<file path="src/rtl/cdb_arbiter.sv">
// rtl/cdb_arbiter.sv - result FIFO broadcasting oldest-first on the common data bus
// Optional same-cycle bypass into idle bus lanes: define CDB_BYPASS_EN.

`ifndef WAY
`define WAY 2
`endif

typedef struct packed {
  logic        valid;
  logic [4:0]  rob_index;
  logic [31:0] result;
} result_packet_t;

module cdb_arbiter #(
  parameter int IN_WIDTH  = 2*`WAY,
  parameter int CDB_WIDTH = `WAY,
  parameter int DEPTH     = 8
) (
  input  logic                              clock,
  input  logic                              reset,
  input  logic                              flush,
  input  result_packet_t [IN_WIDTH-1:0]     result_in,
  output result_packet_t [CDB_WIDTH-1:0]    cdb,
  output logic [$clog2(DEPTH+1)-1:0]        free_slots,
  output logic                              overflow
);

  localparam int PTR_W = $clog2(DEPTH);
  localparam int CNT_W = $clog2(DEPTH+1);

`ifdef CDB_BYPASS_EN
  localparam bit BYPASS = 1'b1;
`else
  localparam bit BYPASS = 1'b0;
`endif

  logic [PTR_W-1:0] head_q, head_d;
  logic [PTR_W-1:0] tail_q, tail_d;
  logic [CNT_W-1:0] count_q, count_d;
  result_packet_t   entry_q [DEPTH];
  result_packet_t   entry_d [DEPTH];

  logic [CNT_W-1:0] deq_n;
  int               enq_n;
  int               bus_slot;
  int               cap;

  assign free_slots = CNT_W'(DEPTH) - count_q;

  always_comb begin
    deq_n    = (count_q < CNT_W'(CDB_WIDTH)) ? count_q : CNT_W'(CDB_WIDTH);
    entry_d  = entry_q;
    cdb      = '0;
    overflow = 1'b0;
    enq_n    = 0;
    bus_slot = int'(deq_n);
    // Capacity uses the start-of-cycle count; slots freed by this cycle's dequeue wait a cycle.
    cap      = DEPTH - int'(count_q);

    for (int i = 0; i < CDB_WIDTH; i++) begin
      if (CNT_W'(i) < deq_n) begin
        cdb[i] = entry_q[head_q + PTR_W'(i)];
      end
    end

    for (int j = 0; j < IN_WIDTH; j++) begin
      if (result_in[j].valid) begin
        if (BYPASS && bus_slot < CDB_WIDTH) begin
          for (int i = 0; i < CDB_WIDTH; i++) begin
            if (i == bus_slot) begin
              cdb[i] = result_in[j];
            end
          end
          bus_slot = bus_slot + 1;
        end else if (enq_n < cap) begin
          entry_d[tail_q + PTR_W'(enq_n)] = result_in[j];
          enq_n = enq_n + 1;
        end else begin
          overflow = 1'b1;
        end
      end
    end

    head_d  = head_q + PTR_W'(deq_n);
    tail_d  = tail_q + PTR_W'(enq_n);
    count_d = count_q - deq_n + CNT_W'(enq_n);

    if (flush || reset) begin
      cdb      = '0;
      overflow = 1'b0;
      entry_d  = entry_q;
      head_d   = '0;
      tail_d   = '0;
      count_d  = '0;
    end
  end

  always_ff @(posedge clock) begin
    if (reset) begin
      head_q  <= '0;
      tail_q  <= '0;
      count_q <= '0;
    end else begin
      head_q  <= head_d;
      tail_q  <= tail_d;
      count_q <= count_d;
    end
    entry_q <= entry_d;
  end

endmodule
</file>
<file path="config.mk">
export PLATFORM = sky130hd
export DESIGN_NAME = cdb_arbiter
export DESIGN_NICKNAME = d
export VERILOG_FILES = /design/src/rtl/cdb_arbiter.sv
export SDC_FILE = /design/constraint.sdc
export NUM_CORES = 1
export LEC_CHECK = 0
export BUFFER_PORTS_ARGS = -buffer_cell sky130_fd_sc_hd__buf_2
export CORE_MARGIN = 2
export CORE_UTILIZATION = 45
export DETAILED_ROUTE_END_ITERATION = 7
export GPL_ROUTABILITY_DRIVEN = 0
export HOLD_SLACK_MARGIN = 0.06
export SLEW_MARGIN = 20
export SYNTH_ARGS = -nofsm -noshare
export SYNTH_HDL_FRONTEND = slang
export SYNTH_SLANG_ARGS = --single-unit
</file>
<file path="constraint.sdc">
create_clock -name clock -period 21.5 [get_ports clock]
set_input_delay 4.3 -clock clock [delete_from_list [all_inputs] [get_ports clock]]
set_output_delay 4.3 -clock clock [all_outputs]
set_load 0.02 [all_outputs]
</file>
==> flow_metrics.py, run 1 <==
metrics = {
    "clock_tree": {
        "cts_buffers": 42,
        "hold_buffers": 0,
        "htreeDepth": 2,
        "clkTransAtPathRegs_ns": 0.05,
        "max-clock-path-buffers": 3,
        "clock-sinks": 314,
        "cts_root_buf": "clkbuf_16",
        "cts_resized": 0,
        "worstSkewPairLatency_ns": 0.58,
        "postCtsSetupRepairBufs": 0,
        "cts_tree": "built",
    },
    "grt": {
        "use_met3": 0.0542,
        "grt_overflow_total": 0,
        "grt_max_degree": 174,
        "grt_antenna_before_repair": 18,
        "met1_usage": 0.412,
        "busiest_layer": "met2",
        "grt_first_pass_wirelength_um": 150000,
        "use_met2": 0.483,
        "grt_pass1_vias": 21700,
        "grt_usage": 0.301,
    },
    "routing": {
        "drtAntennaViolNets": 0,
        "drt_iter0_markers": 1992,
        "drc": 0,
        "dr_total_vias": 21400,
        "via_per_inst": 6.52,
        "drt_pass1_iterations": 5,
        "wl_per_cell_um": 31.9,
        "routed_wl_um": 105000,
    },
    "worst_setup_path": {
        "rr_startpoint": "count_q[1]",
        "crit_path_start": "result_in[37]",
        "cp-end-kind": "output port",
        "cp.required_ns": 17.20,
        "path_max_fanout": 10,
        "rrSetupSlack_ns": 14.48,
        "endpoint": "overflow",
        "arrival_ns": 8.24,
        "worstRegToRegCells": 17,
        "start_kind": "input port",
        "critPathKind": "in -> out",
        "r2r_end": "entry_q[249]",
    },
    "placement": {
        "portBuffers": 235,
        "place_worst_setup_slack_ns": 9.07,
        "dp_cells": 3202,
        "place_hpwl_um": 58400,
    },
    "yosys": {
        "synth_edf_count": 304,
        "synth_flop_cell": "edfxtp_1",
        "synth_cell_type_count": 61,
        "mappedNetlistArea_um2": 30000,
        "ys_ff_latch": 314,
        "syn_inst": 2251,
        "synth_warnings": 0,
        "ys_seq_area_frac": 0.311,
        "synthArstFlopShare": 0,
        "syn_nets": 2429,
        "avgSynthCellArea_um2": 13.3,
    },
    "layout": {
        "fin_cells": 3287,
        "fin_nets": 2560,
        "layout_commonest_cell": "mux2_2",
        "final_cell_mix": "mux2_2 (1103), edfxtp_1 (304), buf_2 (235)",
        "drive_above_1_share": 0.708,
        "area_growth_pct": 10.3,
    },
    "floorplan": {
        "coreArea_um2": 65900,
        "die_area_um2": 68700,
        "die_y_um": 262,
        "initial_core_util": 0.455,
        "rows": 94,
        "ios": 236,
        "chipWidth_um": 262,
    },
    "pwr": {
        "leakage_nw": 11.8,
        "p_per_area_nw_per_um2": 109,
        "ir_worst_vdd_v": 0.0000835,
    },
    "sta": {
        "finalHoldViolCount": 0,
        "setup-tns-final_ns": 0,
        "setup_slack_ns": 8.96,
        "worst_pin_slew_ns": 1.15,
        "finalCritPeriodShare": 0.583,
        "whs_ns": 0.585,
        "rsz0062_at_grt": "no",
        "min_period_ns": 12.54,
        "fmax_mhz": 79.7,
        "drv_slew": 0,
        "setup_violations": 0,
        "fin_skew_ns": 0.0157,
        "slew_headroom": 0.236,
    },
    "min_path": {
        "hold_path_depth": 1,
        "hold_class": "reg -> reg",
    },
    "flow_run": {
        "drv_cap": 0,
    },
    "outcome": {
        "status": "completed",
    },
}
==> cells in the mapped netlist, types with 3 or more instances <==
cell type,number,share of area
clkbuf_1,80,0.010
mux2_2,1103,0.41
xor2_1,5,0.0015
mux4_2,152,0.11
edfxtp_1,304,0.30
mux2_4,76,0.038
mux2_1,5,0.0019
dfxtp_1,10,0.0067
nor4_1,6,0.0013
nand3b_1,3,0.00075
nor4b_2,3,0.0015
buf_4,22,0.0055
buf_1,26,0.0033
nand4b_1,7,0.0020
nor2b_1,4,0.00083
xnor2_1,11,0.0032
ha_1,18,0.0075
and2_1,6,0.0013
nor2_1,58,0.0073
nand3_1,6,0.0010
nand2_1,96,0.012
a21oi_1,44,0.0073
fa_1,5,0.0033
o2111ai_1,3,0.00088
buf_2,46,0.0077
o211ai_1,4,0.0010
inv_1,21,0.0026
or4_4,4,0.0015
or3_1,3,0.00063
or4b_1,3,0.0010
nand2b_1,3,0.00063
buf_6,23,0.0086
mux2i_1,38,0.013
nand4_1,8,0.0017
nor3_1,7,0.0012
o21ai_0,7,0.0012
==> through the flow <==
stage / area, µm² / power (mW) / util
floorplan: 30000 / 2.43 / -
global placement: 31700 / 2.86 / 0.482
detailed placement: 31700 / 2.91 / 0.482
CTS: 33000 / 3.61 / 0.502
global route: 33000 / 3.78 / 0.502
finish: 33100 / 3.61 / 0.502
==> registers in the layout (all words and copies together), names as in the netlist <==
name     flops
entry_q    304
head_q       3
tail_q       3
count_q      4
==> cells by family after synthesis <==
kind of cell | synth area share
compound gates | 0.0155
buf+inv | 0.0379
mux | 0.582
flops | 0.311
xor+xnor | 0.00468
fa+ha+maj | 0.0109
simple gates | 0.0377
==> layout make-up <==
class,count,area [µm²]
fillers,5803,32800
clock buffers,55,1160
multi-input cells,1718,19700
inverters,22,90.1
flip-flops and latches,314,9340
repair buffers,284,1560
well taps,864,1080
diodes,12,30.0
clock inverters,18,129
==> power by group <==
part	internal [mW]	switching [mW]	leakage, nW
sequential	0.884	0.102	2.93
clock	0.402	0.290	0.628
combinational	1.04	0.897	8.20
==> routing by layer <==
metal  vias up  wire, µm  part of all wire
met5         -       120            0.0011
met4        18      3220             0.031
met1     11100     44000              0.42
met2       944     49200              0.47
li1       9174         -                 -
met3       210      8380             0.080
==> how the worst min path moves through the flow <==
stage / end / startpoint
5_1_grt: entry_q[189] / entry_q[189]
4_1_cts: entry_q[189] / entry_q[189]
3_5_place_dp: entry_q[189] / entry_q[189]
3_3_place_gp: entry_q[189] / entry_q[189]
2_1_floorplan: entry_q[189] / entry_q[189]
6_report: entry_q[189] / entry_q[189]
==> worst max-delay path, cell delays in order <==
cell and delay (ns):
buf_2 0.14, nor2b_1 0.16, o31ai_1 0.10, a221oi_2 0.60
ha_1 0.33, a21bo_2 0.19, a21oi_1 0.07, o211ai_1 0.47
nor2_1 0.13, xnor2_1 0.32, ha_1 0.24, o21a_1 0.15
o22ai_1 0.09, nand2_1 0.07, o21ai_0 0.08, a221oi_1 0.24
o21ai_0 0.15, a31oi_1 0.22, buf_2 0.20
(Power assumes the default switching activity.)
==> inputs of run 2 (changes only) <==
Clock period 21.5 ns to 11.9 ns, I/O delays scaled along.
==> flow_metrics.py, run 2 (synthesized netlist as in run 1, its figures left out) <==
metrics = {
    "outcome": {
        "status": "completed",
    },
    "sta": {
        "rsz0062_at_grt": "no",
        "setup_violations": 0,
        "fin_skew_ns": 0.0180,
        "drv_slew": 0,
        "finalCritPeriodShare": 0.724,
        "min_period_ns": 8.61,
        "setup-tns-final_ns": 0,
        "worst_pin_slew_ns": 1.09,
        "whs_ns": 0.590,
        "slew_headroom": 0.270,
        "fmax_mhz": 116,
        "finalHoldViolCount": 0,
    },
    "pwr": {
        "p_per_area_nw_per_um2": 195,
        "leakage_nw": 11.7,
        "finalPower_mw": 6.44,
        "p_sw_frac": 0.354,
        "ir_worst_vdd_v": 0.000153,
        "switching_power_mw": 2.28,
        "internal_power_mw": 4.16,
        "clockPowerShare": 0.189,
        "power_frac_comb": 0.535,
        "seq_power_share": 0.276,
    },
    "grt": {
        "grt_first_pass_wirelength_um": 148000,
        "grt_antenna_before_repair": 18,
        "grt_usage": 0.295,
        "grt_pass1_vias": 21600,
        "grt_overflow_total": 0,
        "grt_max_degree": 149,
    },
    "routing": {
        "drc": 0,
        "drtAntennaViolNets": 0,
        "routed_wl_um": 103000,
        "dr_total_vias": 21300,
        "wl_per_cell_um": 31.3,
        "drt_pass1_iterations": 7,
        "via_per_inst": 6.49,
        "drt_iter0_markers": 1914,
    },
    "floorplan": {
        "die_y_um": 262,
        "rows": 94,
        "coreArea_um2": 65900,
        "chipWidth_um": 262,
        "die_area_um2": 68700,
        "initial_core_util": 0.455,
        "ios": 236,
    },
    "layout": {
        "multiInputGateArea_um2": 19700,
        "largest_reg_flops": 304,
        "reg_top3": "entry_q (304), count_q (4)",
        "area_growth_pct": 10.1,
        "seqCellArea_um2": 9340,
        "fin_nets": 2557,
        "final_cell_mix": "mux2_2 (1103), edfxtp_1 (304), buf_2 (235)",
        "nFillCells": 5737,
        "regMostFlops": "entry_q",
        "fin_util": 0.501,
        "layout_commonest_cell": "mux2_2",
        "drive_above_1_share": 0.708,
    },
    "worst_setup_path": {
        "cp_slowest_stage_delay_ns": 0.62,
        "crit_family": "compound AO/OA/AOI/OAI gates",
        "path_max_fanout": 10,
        "start_kind": "input port",
        "arrival_ns": 6.23,
        "cp_cell_sequence": "buf_2, nor2b_1, o31ai_1, a221oi_2, ha_1, a21bo_2, a21oi_1, o211ai_1, nor2_1, xnor2_1, ha_1, o21a_1, o22ai_1, nand2_1, o21ai_0, a221oi_1, o21ai_0, a31oi_1, buf_2",
        "slowest_stage": "a221oi_2",
        "cp-end-kind": "output port",
        "worst-path-buf-inv": 2,
        "cp.required_ns": 9.52,
        "critPathKind": "in -> out",
    },
    "clock_tree": {
        "max-clock-path-buffers": 3,
        "worstSkewPairLatency_ns": 0.58,
        "clkTransAtPathRegs_ns": 0.05,
        "clock-sinks": 314,
        "hold_buffers": 0,
        "cts_resized": 0,
        "htreeDepth": 2,
        "postCtsSetupRepairBufs": 0,
        "cts_root_buf": "clkbuf_16",
        "cts_tree": "built",
        "cts_buffers": 42,
    },
    "flow_run": {
        "drv_cap": 0,
    },
    "min_path": {
        "hold_class": "reg -> reg",
    },
    "placement": {
        "portBuffers": 235,
        "place_hpwl_um": 56200,
    },
}
run 2: cell count changes in the layout (fill, tap and decap cells not counted), sizes merged:
cell / previous run / this run
buf: 284 / 281
clkinv: 15 / 19
clkbuf: 55 / 49
run 2: worst paths after layout:
path | startpoint | end | slack, ns | cells after the start
hold / removal | entry_q[37] | entry_q[37] | 0.59 | 1
setup reg to reg | count_q[0] | entry_q[62] | 4.45 | 17
setup / recovery | result_in[37] | overflow | 3.29 | 19
hold reg to reg | entry_q[37] | entry_q[37] | 0.59 | 1
run 2: per-layer routing:
layer	up-vias	track usage	routed length, µm
met1	11000	0.410	44200
li1	9153	-	-
met2	906	0.460	46400
met3	216	0.0665	8730
met4	20	0.0907	3190
met5	-	0	126
run 2: power groups by stage:
stage | Clock (mW) | Combinational, mW | Sequential (mW)
6_report | 1.22 | 3.45 | 1.78
5_1_grt | 1.27 | 3.67 | 1.80
4_1_cts | 1.24 | 3.42 | 1.77
3_5_place_dp | 0 | 3.41 | 1.79
3_3_place_gp | 0 | 3.33 | 1.78
2_1_floorplan | 0 | 2.67 | 1.71
run 2: metrics by stage:
step,cell area (µm²),std cells,worst slack (ns)
after floorplan,30000,2251,1.54
after global placement,31700,3199,3.40
after detailed placement,31700,3199,3.35
after CTS,33000,3270,3.33
after global routing,33000,3276,2.88
final,33000,3282,3.29
run 2: final cells by class:
class / instances / share of cell area
clock inverters: 22 / 0.00447
repair buffers: 281 / 0.0465
multi-input cells: 1718 / 0.596
clock buffers: 49 / 0.0333
inverters: 22 / 0.00262
diodes: 12 / 0.000910
flip-flops and latches: 314 / 0.283
well taps: 864 / 0.0328
==> inputs of run 3 (changes only) <==
Clock period 11.9 ns to 8.2 ns, I/O delays scaled along.
==> flow_metrics.py, run 3 (synthesized netlist as in run 1, its figures left out) <==
metrics = {
    "outcome": {
        "status": "completed",
    },
    "min_path": {
        "hold_class": "reg -> reg",
    },
    "placement": {
        "place_hpwl_um": 60700,
        "dp_cells": 3208,
        "dpl_cell_area_um2": 32000,
        "portBuffers": 235,
    },
    "floorplan": {
        "initial_core_util": 0.455,
        "chipWidth_um": 262,
        "die_y_um": 262,
        "coreArea_um2": 65900,
        "die_area_um2": 68700,
        "ios": 236,
        "rows": 94,
    },
    "worst_setup_path": {
        "rrSetupSlack_ns": 1.11,
        "critPathKind": "reg -> out",
        "cp_slowest_stage_delay_ns": 0.89,
        "path_max_fanout": 13,
        "cpMostUsedCell": "ha_1",
        "cp-end-kind": "output port",
        "start_kind": "flop",
        "worst-path-buf-inv": 2,
        "arrival_ns": 5.96,
        "slowest_stage": "o211ai_1",
        "cp_cell_sequence": "inv_1, ha_1, nand4bb_1, o211ai_1, nor3_1, ha_1, a21bo_2, a21oi_1, o211ai_1, nor2_1, xnor2_1, ha_1, o21a_1, o22ai_1, nand2_1, o21ai_0, a221oi_1, o21ai_0, a31oi_1, buf_2",
        "cp.required_ns": 6.56,
        "crit_family": "compound AO/OA/AOI/OAI gates",
    },
    "sta": {
        "fin_skew_ns": 0.0284,
        "fmax_mhz": 132,
        "worst_pin_slew_ns": 1.25,
        "min_period_ns": 7.60,
        "finalHoldViolCount": 0,
        "rsz0062_at_grt": "no",
        "setup_violations": 0,
        "setup-tns-final_ns": 0,
        "drv_slew": 0,
        "finalCritPeriodShare": 0.927,
        "slew_headroom": 0.168,
    },
    "layout": {
        "final_cell_mix": "mux2_2 (1103), edfxtp_1 (304), buf_2 (235)",
        "fin_cells": 3294,
        "layout_commonest_cell": "mux2_2",
        "regMostFlops": "entry_q",
        "area_growth_pct": 10.9,
        "nFillCells": 5727,
        "reg_top3": "entry_q (304), count_q (4)",
        "fin_nets": 2567,
        "drive_above_1_share": 0.717,
        "fin_area_um2": 33200,
        "largest_reg_flops": 304,
    },
    "pwr": {
        "ir_worst_vdd_v": 0.000201,
        "switching_power_mw": 3.32,
        "internal_power_mw": 6.03,
        "power_frac_comb": 0.539,
        "clockPowerShare": 0.183,
        "finalPower_mw": 9.35,
        "seq_power_share": 0.278,
        "p_per_area_nw_per_um2": 282,
        "leakage_nw": 11.8,
        "p_sw_frac": 0.355,
    },
    "clock_tree": {
        "worstSkewPairLatency_ns": 0.59,
        "max-clock-path-buffers": 3,
        "cts_root_buf": "clkbuf_16",
        "clkTransAtPathRegs_ns": 0.06,
        "htreeDepth": 2,
        "cts_buffers": 41,
        "clock-sinks": 314,
        "hold_buffers": 0,
        "cts_tree": "built",
        "cts_resized": 0,
        "postCtsSetupRepairBufs": 0,
    },
    "routing": {
        "drt_pass1_iterations": 5,
        "dr_total_vias": 21400,
        "via_per_inst": 6.49,
        "drtAntennaViolNets": 0,
        "routed_wl_um": 101000,
        "drt_iter0_markers": 1949,
        "drc": 0,
        "wl_per_cell_um": 30.8,
    },
    "grt": {
        "grt_overflow_total": 0,
        "grt_pass1_vias": 21700,
        "grt_usage": 0.292,
        "grt_max_degree": 170,
        "grt_first_pass_wirelength_um": 148000,
        "grt_antenna_before_repair": 9,
    },
    "flow_run": {
        "drv_cap": 0,
    },
}
run 3: layout make-up:
type                    instances  area [µm²]  area share
well taps                     864        1080      0.0325
flip-flops and latches        314        9340       0.281
clock inverters                18        83.8     0.00252
repair buffers                292        1710      0.0514
multi-input cells            1718       19800       0.595
inverters                      22        86.3     0.00260
diodes                          9        22.5    0.000678
clock buffers                  57        1130      0.0340
run 3: power groups by stage:
| stage | Sequential (mW) | Combinational (mW) | Clock (mW) |
|---|---|---|---|
| 5_1_grt | 2.64 | 5.39 | 1.80 |
| 2_1_floorplan | 2.48 | 3.91 | 0 |
| 6_report | 2.60 | 5.04 | 1.72 |
| 4_1_cts | 2.59 | 5.02 | 1.75 |
| 3_5_place_dp | 2.62 | 5.01 | 0 |
| 3_3_place_gp | 2.60 | 4.86 | 0 |
run 3: worst paths after layout:
path                    start            to  depth (start not counted)
setup / recovery   count_q[0]      overflow                         20
hold / removal    entry_q[37]   entry_q[37]                          1
setup reg to reg   count_q[0]  entry_q[140]                         17
hold reg to reg   entry_q[37]   entry_q[37]                          1
run 3: through the flow:
step           utilization  setup slack [ns]  hold WS (ns)
2_1_floorplan            -            -0.279         0.525
3_3_place_gp         0.485              1.06         0.553
3_5_place_dp         0.485             0.816         0.563
4_1_cts              0.504             0.686         0.576
5_1_grt              0.504             0.190         0.609
6_report             0.505             0.597         0.586
run 3: layer usage:
metal	vias up	wire length (µm)	global-route usage	part of all wire
met1	11200	43000	0.395	0.42
met3	186	7790	0.0576	0.077
met2	846	47800	0.479	0.47
met4	8	2720	0.0808	0.027
li1	9166	-	-	-
met5	-	57	0	0.00056
